--- config.mk ---
export PLATFORM = sky130hd
export DESIGN_NAME = wb_write_queue
export DESIGN_NICKNAME = d
export VERILOG_FILES = /design/src/rtl/wb_write_queue.sv
export SDC_FILE = /design/constraint.sdc
export NUM_CORES = 1
export LEC_CHECK = 0
export CAP_MARGIN = 40
export CORE_MARGIN = 5
export CORE_UTILIZATION = 47
export CTS_CLUSTER_DIAMETER = 120
export DETAILED_ROUTE_END_ITERATION = 6
export PLACE_DENSITY_LB_ADDON = 0.05
export SYNTH_ARGS = -nofsm -noshare
export SYNTH_HDL_FRONTEND = slang
export SYNTH_SLANG_ARGS = --single-unit
--- constraint.sdc ---
create_clock -name clk -period 2.63 [get_ports clk]
set_input_delay 0.526 -clock clk [delete_from_list [all_inputs] [get_ports clk]]
set_output_delay 0.526 -clock clk [all_outputs]
set_load 0.01 [all_outputs]
--- src/rtl/wb_write_queue.sv ---
// ---------------------------------------------------------------------------
// wb_write_queue
//
// Purpose:
//   Small circular writeback queue sitting in front of a register file.
//   Results are enqueued in acceptance order and drained one per cycle while
//   wb_stall is low. Writes to the protected registers 14 and 15 are accepted
//   but discarded, and counted in a saturating drop counter. An optional
//   bypass lookup reports the youngest queued write to a given register.
//
// Configuration:
//   DEPTH          queue entry count; legal values are 2, 4 and 8.
//   WBQ_BYPASS_EN  when defined, the lk_hit/lk_data lookup is built;
//                  when undefined, lk_hit/lk_data read 0 and lk_reg is unused.
//
// Ports:
//   clk          in   1   single clock, all state changes on posedge
//   reset        in   1   synchronous, active-high
//   in_valid     in   1   writeback result offered
//   in_dReg      in   4   destination register of the offered result
//   in_data      in  32   offered result data
//   in_ready     out  1   offered result is accepted this cycle
//   wb_stall     in   1   blocks draining while high
//   writeEnable  out  1   register-file write strobe (combinational)
//   dReg         out  4   register-file write index (head entry, 0 if empty)
//   wrData       out 32   register-file write data (head entry, 0 if empty)
//   lk_reg       in   4   bypass lookup index
//   lk_hit       out  1   a queued write to lk_reg exists
//   lk_data      out 32   data of the youngest queued write to lk_reg
//   count        out  4   number of valid entries
//   drop_cnt     out  8   saturating count of dropped protected writes
// ---------------------------------------------------------------------------
module wb_write_queue #(
    parameter int DEPTH = 4
) (
    input  logic        clk,
    input  logic        reset,
    input  logic        in_valid,
    input  logic [3:0]  in_dReg,
    input  logic [31:0] in_data,
    output logic        in_ready,
    input  logic        wb_stall,
    output logic        writeEnable,
    output logic [3:0]  dReg,
    output logic [31:0] wrData,
    input  logic [3:0]  lk_reg,
    output logic        lk_hit,
    output logic [31:0] lk_data,
    output logic [3:0]  count,
    output logic [7:0]  drop_cnt
);

    localparam int         PW      = $clog2(DEPTH);
    localparam logic [3:0] DEPTH_C = 4'(DEPTH);

    logic [PW-1:0]    r_head;
    logic [PW-1:0]    r_tail;
    logic [3:0]       r_count;
    logic [7:0]       r_drop;
    logic [3:0]       r_idx [DEPTH];
    logic [31:0]      r_dat [DEPTH];
    logic [DEPTH-1:0] r_vld;

    logic w_head_vld;
    logic w_pop;
    logic w_ready;
    logic w_accept;
    logic w_prot;
    logic w_push;
    logic w_drop;

    // Valid entries are contiguous from head, so the head flag alone says
    // whether the queue is non-empty.
    assign w_head_vld = r_vld[r_head];

    // Gated by reset so pending entries never reach the register file once
    // reset is asserted.
    assign w_pop    = w_head_vld & ~wb_stall & ~reset;

    // A full queue only accepts when the head drains at the same edge.
    assign w_ready  = ~reset & ((r_count < DEPTH_C) | ((r_count != 4'd0) & ~wb_stall));
    assign w_accept = in_valid & w_ready;
    assign w_prot   = (in_dReg[3:1] == 3'b111);
    assign w_push   = w_accept & ~w_prot;
    assign w_drop   = w_accept & w_prot;

    always_ff @(posedge clk) begin
        if (reset) begin
            r_head  <= '0;
            r_tail  <= '0;
            r_count <= '0;
            r_drop  <= '0;
            r_vld   <= '0;
        end else begin
            if (w_pop) begin
                r_vld[r_head] <= 1'b0;
                r_head        <= r_head + PW'(1);
            end
            // When full, head == tail: the push's set of the valid flag
            // comes later and overrides the pop's clear of the same slot.
            if (w_push) begin
                r_idx[r_tail] <= in_dReg;
                r_dat[r_tail] <= in_data;
                r_vld[r_tail] <= 1'b1;
                r_tail        <= r_tail + PW'(1);
            end
            case ({w_push, w_pop})
                2'b10:   r_count <= r_count + 4'd1;
                2'b01:   r_count <= r_count - 4'd1;
                default: r_count <= r_count;
            endcase
            if (w_drop && (r_drop != 8'hFF)) begin
                r_drop <= r_drop + 8'd1;
            end
        end
    end

    assign in_ready    = w_ready;
    assign writeEnable = w_pop;
    assign dReg        = w_head_vld ? r_idx[r_head] : '0;
    assign wrData      = w_head_vld ? r_dat[r_head] : '0;
    assign count       = r_count;
    assign drop_cnt    = r_drop;

`ifdef WBQ_BYPASS_EN
    logic          w_hit;
    logic [31:0]   w_hdata;
    logic [PW-1:0] w_slot;

    // Walk slots oldest to youngest; a later match overrides an earlier one
    // so the youngest queued write wins.
    always_comb begin
        w_hit   = 1'b0;
        w_hdata = '0;
        w_slot  = '0;
        for (int unsigned i = 0; i < DEPTH; i++) begin
            w_slot = r_head + PW'(i);
            if (r_vld[w_slot] && (r_idx[w_slot] == lk_reg) && (lk_reg[3:1] != 3'b111)) begin
                w_hit   = 1'b1;
                w_hdata = r_dat[w_slot];
            end
        end
    end

    assign lk_hit  = w_hit;
    assign lk_data = w_hdata;
`else
    logic w_unused_lk;

    assign w_unused_lk = ^lk_reg;
    assign lk_hit      = 1'b0;
    assign lk_data     = '0;
`endif

endmodule

* Yosys cells after proc, flatten, opt, wreduce, memory -nomap -nowiden
Memory sizes are Yosys's and may differ from the RTL's. A register that Yosys moved wholly into a read port is not among the register bits.
Cells that the tools add are included.
** Word-level totals
- Register bits after elaboration :: 20
- Latch bits :: 0
- Bits in writable memories :: 144
- Memory bits (read-only) :: 0
- Input port bits :: 44
- Word-level logic and storage cells :: 59
- Memories kept :: 2
** Memories
- r_dat :: depth 4, width 32, read ports 1, clocked after Yosys merged registers in 1, write ports 1, RTL line 61 : logic [31:0] r_dat [DEPTH];
- r_idx :: depth 4, width 4, read ports 1, clocked after Yosys merged registers in 1, write ports 1, RTL line 60 : logic [3:0] r_idx [DEPTH];
** Operators by class
- Add/subtract/negate cells :: 5
- Multiply operators :: 0
- Div/mod/pow operators :: 0
- $lt $le $gt $ge :: 5
- Eq/ne operators :: 4
- Shift operators :: 0
- Mux-type cells :: 19
- Bitwise operators :: 14
- Reduce and logical (&&, ||, !) cells :: 5
** Operators by type and width (count)
- 2-to-1 mux 32 bit :: 1
- 2-to-1 mux 4 bit :: 4
- adder 8 x 1 -> 8 bit (second input constant) :: 1
- 2-to-1 mux 2 bit :: 4
- != test 8 bit (second input constant) :: 1
- case mux 4 bit (2 select lines) :: 1
- AND 1 bit :: 7
- < comparator 2 x 3 -> 1 bit (second input constant) :: 2
- 2-to-1 mux 1 bit :: 6
- adder 2 x 1 -> 2 bit (second input constant) :: 2
- adder 4 x 1 -> 4 bit (second input constant) :: 1
- AND 4 bit :: 1
- demux 1 bit (select 2 bit) :: 2
- greater-or-equal comparator 2 x 1 -> 1 bit (second input constant) :: 2
- < comparator 4 x 3 -> 1 bit (second input constant) :: 1
- inverter 4 bit :: 1
- OR 4 bit :: 1
- nonzero test 4 bit :: 1
- subtractor 4 x 1 -> 4 bit (second input constant) :: 1
- equality test 3 bit (second input constant) :: 1
- logical AND 1 bit :: 3
- inverter 1 bit :: 3
- binary-select mux 1 bit (select 2 bit) :: 1
- equality test 2 x 1 -> 1 bit (second input constant) :: 1
- 3 further kinds :: 3

* Longest topological paths before layout
Gate-level depths: netlist (run 1).
- Depth after elaboration :: 10
- Depth in mapped cells :: 11
- Gate-level depth less buffers :: 10

* Worst setup path after synthesis (run 1)
OpenSTA, ideal clock, no wires.
- Path type :: reg2reg
- Start :: register r_head[0]
- End :: register r_count[2] (netlist: count[2])
- Library setup time :: 0.070 ns
- Arrival time :: 2.487 ns
- Data required time :: 2.560 ns
- Slack :: 0.073 ns
- Stages on the path, launching flop included :: 12
- Path buffers :: 1
- Clock period less this slack :: 2.557 ns
- Cells stage by stage :: dfxtp_1 -> mux4_2 -> nand2b_2 -> buf_6 -> nor2_1 -> ha_1 -> xor2_1 -> ha_1 -> a21oi_1 -> xor2_1 -> or3_1 -> a21oi_1
** On the way
- Longest elaborated chain between the ends :: 6
- Elaborated cells on any way between the ends :: 8
** RTL lines
- from (decl) :: RTL line 56 : logic [PW-1:0] r_head;
- from (signal assigned) :: RTL line 97 : r_head <= r_head + PW'(1);
- binary-select mux 1 bit (select 2 bit) * :: RTL line 74 : assign w_head_vld = r_vld[r_head];
- 2-to-1 mux 1 bit (implied by the code) * :: RTL line 74
- AND 1 bit * (2 in a row) :: RTL line 78 : assign w_pop = w_head_vld & ~wb_stall & ~reset;
- named net writeEnable :: RTL line 43 : output logic writeEnable,
- equality test 2 x 1 -> 1 bit or equality test 2 bit (tied branches) :: RTL line 107 : case ({w_push, w_pop})
- case mux 4 bit (2 select lines) or nonzero test 2 bit (tied branches)
- to (signal assigned) :: RTL line 108 : 2'b10: r_count <= r_count + 4'd1;
- to (signal assigned) :: RTL line 109 : 2'b01: r_count <= r_count - 4'd1;
- to (signal assigned) :: RTL line 110 : default: r_count <= r_count;
- to (decl) :: RTL line 58 : logic [3:0] r_count;
Mark *: on every way through the listed nets, which the timed path passes. The rest lies on a longest branch. The select of a mux whose other input is x is not followed.
A chain may end at the register's enable or synchronous reset.

* Worst setup path in the final report (run 1)
- Start :: register r_head[0]
- End :: output port wrData[31]
** On the way
- Longest elaborated chain between the ends :: 3
** RTL lines
- binary-select mux 1 bit (select 2 bit) :: RTL line 74
- 2-to-1 mux 1 bit (implied by the code) :: RTL line 74
- 2-to-1 mux 32 bit :: RTL line 121 : assign wrData = w_head_vld ? r_dat[r_head] : '0;
- to (decl) :: RTL line 45 : output logic [31:0] wrData,
No other way between the ends. The select of a mux whose other input is x is not followed.

==> flow_summary.ini, run 1 <==
[yosys]
yosys.cell_count.top_type = edfxtp_1
syn-instance-count = 400
ys_types = 40
synth_ff_type = edfxtp_1
synth_top_cell_area_share = 0.628
netlist_area_um2 = 6890
synth_edf_count = 144
synth-seq-area-share = 0.692
ys_ff_latch = 166
synth_area_leaders = edfxtp_1 63%, mux4_2 12%, dfxtp_1 6.4%
syn_avg_cell_area_um2 = 17.2
ys_warn_count = 0
async_flop_share = 0
synth_commonest_cells = 144 x edfxtp_1, 37 x and2_1, 37 x mux4_2
synth_top_cell_by_area = edfxtp_1

[drt]
wl_per_cell_um = 18.0
ant_nets = 0
drt_first_pass_iters = 4
viasPerCell = 5.12
drt_iter0_drc = 211
wirelength_mm = 12.8
routed-via-count = 3656
drc = 0

[layout]
antenna_cells = 0
area_growth_pct = 25.4
nets = 573
fin_area_um2 = 8640
drive_gt1_frac = 0.198

[worst_setup_path]
worstPathMaxFanout = 35
cp-end-kind = output pin
r2r-end = count[2]$_SDFFE_PP0P_
critPathKind = flip-flop to output pin
r2r_cells = 10
crit_required_ns = 2.10
reg2reg_setup_slack_ns = 0.25
critPathArrivalTime_ns = 2.02
cp-start-kind = flip-flop
rr_startpoint = r_head[0]$_SDFFE_PP0N_

[cts]
htreeDepth = 4
clk_latency_ns = 0.43
cts_buffer_depth = 2
numCtsBuffers = 17
cts_tree = built
root_buffer = clkbuf_16
clkTransAtPathRegs_ns = 0.06
clkSinkCount = 166

[power_and_ir_drop]
combPwrFrac = 0.076
p_total_w = 0.00564
peakVddDrop_uv = 442
p_clk_frac = 0.403
p_seq_frac = 0.521
internal_power_w = 0.00444
switching_share = 0.213
p_sw_w = 0.00120
p_per_area_nw_per_um2 = 653
cellLeakagePower_nw = 3.10

[grt]
grt_pass1_vias = 3664
globalRouteOverflowTotal = 0
grt_pass1_wl_mm = 19.3
grt_max_degree = 36
grt_antenna_before_repair = 1
grt_usage = 0.156

[hold_path]
hold-path-endpoint = r_vld[3]$_SDFF_PP0_
hold-path-cell-count = 2
min-delay-start = r_vld[3]$_SDFF_PP0_
hold_class = flip-flop to flip-flop

[timing]
setup-tns-final_ns = 0
fin_worst_skew_ns = 0.00830
holdWs_ns = 0.475
finalHoldViolCount = 0
grt_setup_unrepaired = false
fin_crit_ns = 2.54
slew_viol_final = 0
max_freq_ghz = 0.393
fin_crit_sh = 0.968
setup_viol = 0

[die]
initial_utilization = 0.476
core_um2 = 14500
die-width_um = 131
die_h_um = 131
io_pins = 127
die_area_um2 = 17200
rows = 44

[place]
gp_congestion = 0.810
dp_hpwl_mm = 7.95
io_buffers = 89
place_area_um2 = 8060

[job]
drv_cap = 0

[outcome]
status = complete, no violations
==> layer usage <==
| layer | up-vias | routed length (um) | global-route usage |
|---|---|---|---|
| met2 | 92 | 6570 | 0.260 |
| met1 | 1838 | 5270 | 0.187 |
| met5 | - | 17 | 0 |
| met3 | 23 | 730 | 0.0523 |
| li1 | 1701 | - | - |
| met4 | 2 | 262 | 0.0635 |
==> worst max-delay path by stage <==
stage / from / end / slack, ns / cells after the start
after floorplan: r_head[0]$_SDFFE_PP0N_ / count[2]$_SDFFE_PP0P_ / 0.07 / 11
after global placement: in_valid / count[2]$_SDFFE_PP0P_ / -0.03 / 11
after detailed placement: in_dReg[1] / count[2]$_SDFFE_PP0P_ / -0.06 / 11
after CTS: flip-flop / wrData[27] / 0.04 / 4
after global routing: r_head[0]$_SDFFE_PP0N_ / wrData[14] / 0.005 / 4
final: r_head[0]$_SDFFE_PP0N_ / wrData[31] / 0.09 / 4
==> cell families (layout without fill, tap and decap cells) <==
group | count (synthesis) | in the layout | share of synthesized area
XOR/XNOR | 5 | 5 | 0.00636
buffers and inverters | 66 | 164 | 0.0583
AND/OR/NAND/NOR | 80 | 80 | 0.0701
adder cells (fa/ha/maj) | 12 | 12 | 0.0218
flip-flops | 166 | 166 | 0.692
multiplexers | 40 | 40 | 0.125
other | 1 | 33 | 0.000544
AO/OA/AOI/OAI | 30 | 30 | 0.0260
==> critical path, cell delays in order, from the launching register on <==
cell and delay (ns):
dfxtp_2 0.34, mux4_2 0.57, buf_12 0.20, and2_1 0.17
dlygate4sd2_1 0.28
==> stage by stage <==
step,cells,util,setup WS [ns]
finish,714,0.597,0.0851
global route,714,0.597,0.00536
CTS,713,0.595,0.0414
detailed placement,679,0.557,-0.0618
global placement,679,0.557,-0.0266
floorplan,432,-,0.0726
==> sequential cells by signal (all words and copies together), names as in the netlist, named ones only <==
signal / cells
count: 4
drop_cnt: 8
r_head: 2
r_tail: 2
r_vld: 4
r_dat: 128
r_idx: 16
==> area by class of cell <==
cell class / instances / area (um^2)
inverter: 15 / 56.3
tap: 184 / 230
sequential: 166 / 4770
clock buffer: 20 / 437
fill: 1132 / 5840
multi-input combinational: 200 / 1840
timing repair buffer: 117 / 1200
clock inverter: 12 / 104
==> placed cells by master (no fill, tap or decap), types with 4 or more instances in the layout <==
cell / Yosys / final
conb_1: 1 / 33
clkinvlp_4: 0 / 5
nor2_1: 10 / 10
inv_1: 15 / 11
o21ai_0: 8 / 8
nand2_1: 8 / 8
ha_1: 12 / 12
or4_1: 4 / 4
a21oi_1: 12 / 12
clkdlybuf4s50_1: 0 / 52
buf_4: 36 / 17
inv_2: 0 / 4
dfxtp_1: 22 / 19
clkbuf_16: 0 / 18
dlygate4sd2_1: 0 / 36
edfxtp_1: 144 / 144
mux4_2: 37 / 37
and2_1: 37 / 37
buf_12: 0 / 8
==> power groups by stage <==
stage / clock network (W) / logic (W) / registers, W
detailed placement: 0 / 0.000441 / 0.00299
CTS: 0.00233 / 0.000434 / 0.00294
finish: 0.00228 / 0.000429 / 0.00294
global route: 0.00245 / 0.000469 / 0.00294
global placement: 0 / 0.000435 / 0.00299
floorplan: 0 / 0.000252 / 0.00299
==> repair_timing <==
action | 4_1_cts | 5_1_grt
gates resized for setup | 45 | 1
pin swaps | 0 | 0
hold buffers | 0 | 0
gates cloned | 1 | 1
endpoints found under the setup margin | 37 | 1
setup buffers | 1 | 0
Note: power is estimated with default switching activity, not from simulation.
==> run 2: changes to the inputs <==
Settings changed: CORE_UTILIZATION 47 to 57, DONT_BUFFER_PORTS set to 1.
==> flow_summary.ini, run 2 (synthesized netlist as in run 1, its figures left out) <==
[hold_path]
hold_class = input port to flip-flop

[power_and_ir_drop]
p_per_area_nw_per_um2 = 748
p_total_w = 0.00569
peakVddDrop_uv = 522
cellLeakagePower_nw = 2.56

[drt]
routed-via-count = 3237
wl_per_cell_um = 20.1
viasPerCell = 5.66
drt_iter0_drc = 172
drt_first_pass_iters = 4
ant_nets = 0
drc = 0
wirelength_mm = 11.5

[timing]
grt_setup_unrepaired = false
fin_worst_skew_ns = 0.00388
max_freq_ghz = 0.410
fin_crit_ns = 2.44
slew_viol_final = 0
finalHoldViolCount = 0
setup_viol = 0
fin_crit_sh = 0.926
setup-tns-final_ns = 0

[grt]
grt_usage = 0.168
grt_pass1_wl_mm = 17.9
grt_antenna_before_repair = 0
globalRouteOverflowTotal = 0
grt_pass1_vias = 3287
grt_max_degree = 37

[worst_setup_path]
cp-end-kind = flip-flop
worstPathCellList = mux4_2 -> nand2b_2 -> nor2_1 -> ha_1 -> xor2_1 -> ha_1 -> a21oi_1 -> xor2_1 -> or3_1 -> a21oi_1
critPathKind = flip-flop to flip-flop
cp-start-kind = flip-flop
slowest_stage = mux4_2
critPathArrivalTime_ns = 2.79
worstPathMaxFanout = 5
slowest_delay_ns = 0.54
reg2reg_setup_slack_ns = 0.19
crit_required_ns = 2.98

[cts]
clk_latency_ns = 0.42
cts_tree = built
clkSinkCount = 166
cts_buffer_depth = 2
numCtsBuffers = 17
htreeDepth = 4
root_buffer = clkbuf_16
clkTransAtPathRegs_ns = 0.06
post_cts_buffers = 0

[layout]
fin_util = 0.639
antenna_cells = 0
layout_common_cells = 144 x edfxtp_1, 37 x mux4_2, 37 x and2_1
largest_register_ffs = 128
final_common_cell = edfxtp_1
drive_gt1_frac = 0.212
nets = 468
top_register = r_dat
layout.cells.non_filler = 572
area_growth_pct = 10.4

[die]
io_pins = 127
core_um2 = 11900
initial_utilization = 0.578
rows = 40
die-width_um = 120
die_h_um = 120
die_area_um2 = 14400

[place]
io_buffers = 0
gp_congestion = 0.737
dp_hpwl_mm = 6.93
dp.cells = 540

[outcome]
status = complete, no violations

[job]
drv_cap = 0
## run 2: cell types whose count changed in the layout (fill, tap and decap cells not counted), moves of 2 or more
cell             delta
clkinv_2            +2
inv_6               -2
clkdlybuf4s50_1    -52
clkinvlp_4          -5
buf_12              -3
buf_4              -10
bufinv_16           +2
clkbuf_8            +3
dlygate4sd2_1      -36
## run 2: area by class of cell
type	count	area [um^2]
sequential	166	4770
timing repair buffer	12	153
tap	147	184
clock inverter	9	124
inverter	15	56.3
clock buffer	23	478
multi-input combinational	200	1840
fill	848	4310
## run 2: final timing paths
path,startpoint,end,depth (start not counted)
setup / recovery,r_head[0]$_SDFFE_PP0N_,count[2]$_SDFFE_PP0P_,10
hold / removal,reset,drop_cnt[1]$_SDFFE_PP0P_,1
setup reg to reg,r_head[0]$_SDFFE_PP0N_,count[2]$_SDFFE_PP0P_,10
hold reg to reg,r_vld[3]$_SDFF_PP0_,r_vld[3]$_SDFF_PP0_,2
## run 2: stage by stage
step                      area [um^2]  hold slack [ns]  setup WS [ns]
after global routing             7610            0.141         0.0581
after floorplan                  7010            0.451         0.0726
after CTS                        7600            0.144          0.133
final                            7610            0.169          0.194
after detailed placement         7000            0.461          0.168
after global placement           7000            0.460          0.196
## run 2: layer usage
layer  global-route usage  routed length (um)  part of all wire  vias up
li1                     -                   -                 -     1486
met1                0.199                4580              0.40     1633
met2                0.269                5800              0.50      102
met3               0.0759                 947             0.082       16
met4               0.0673                 184             0.016        0
met5                    0                   0                 0        -
## run 2: power breakdown
group          leakage [nW]  switching [W]  internal (W)
clock                 0.301       0.000922       0.00156
combinational         0.775       0.000149      0.000111
sequential             1.49      0.0000221       0.00292
## run 2: repair_timing
item	in CTS	in global routing
resized for setup	0	1
endpoints found under the setup margin	0	1
hold endpoints to repair	0	0
hold buffers	0	0
## run 2: critical path: cells and delay by family (launching register included)
kind,cells,cell delay (ns)
AOI/OAI and AO/OA,2,0.28
DFF,1,0.36
muxes,1,0.54
and+or+nand+nor,3,0.47
xor gates and xnor gates,2,0.26
adders and majority gates,2,0.46
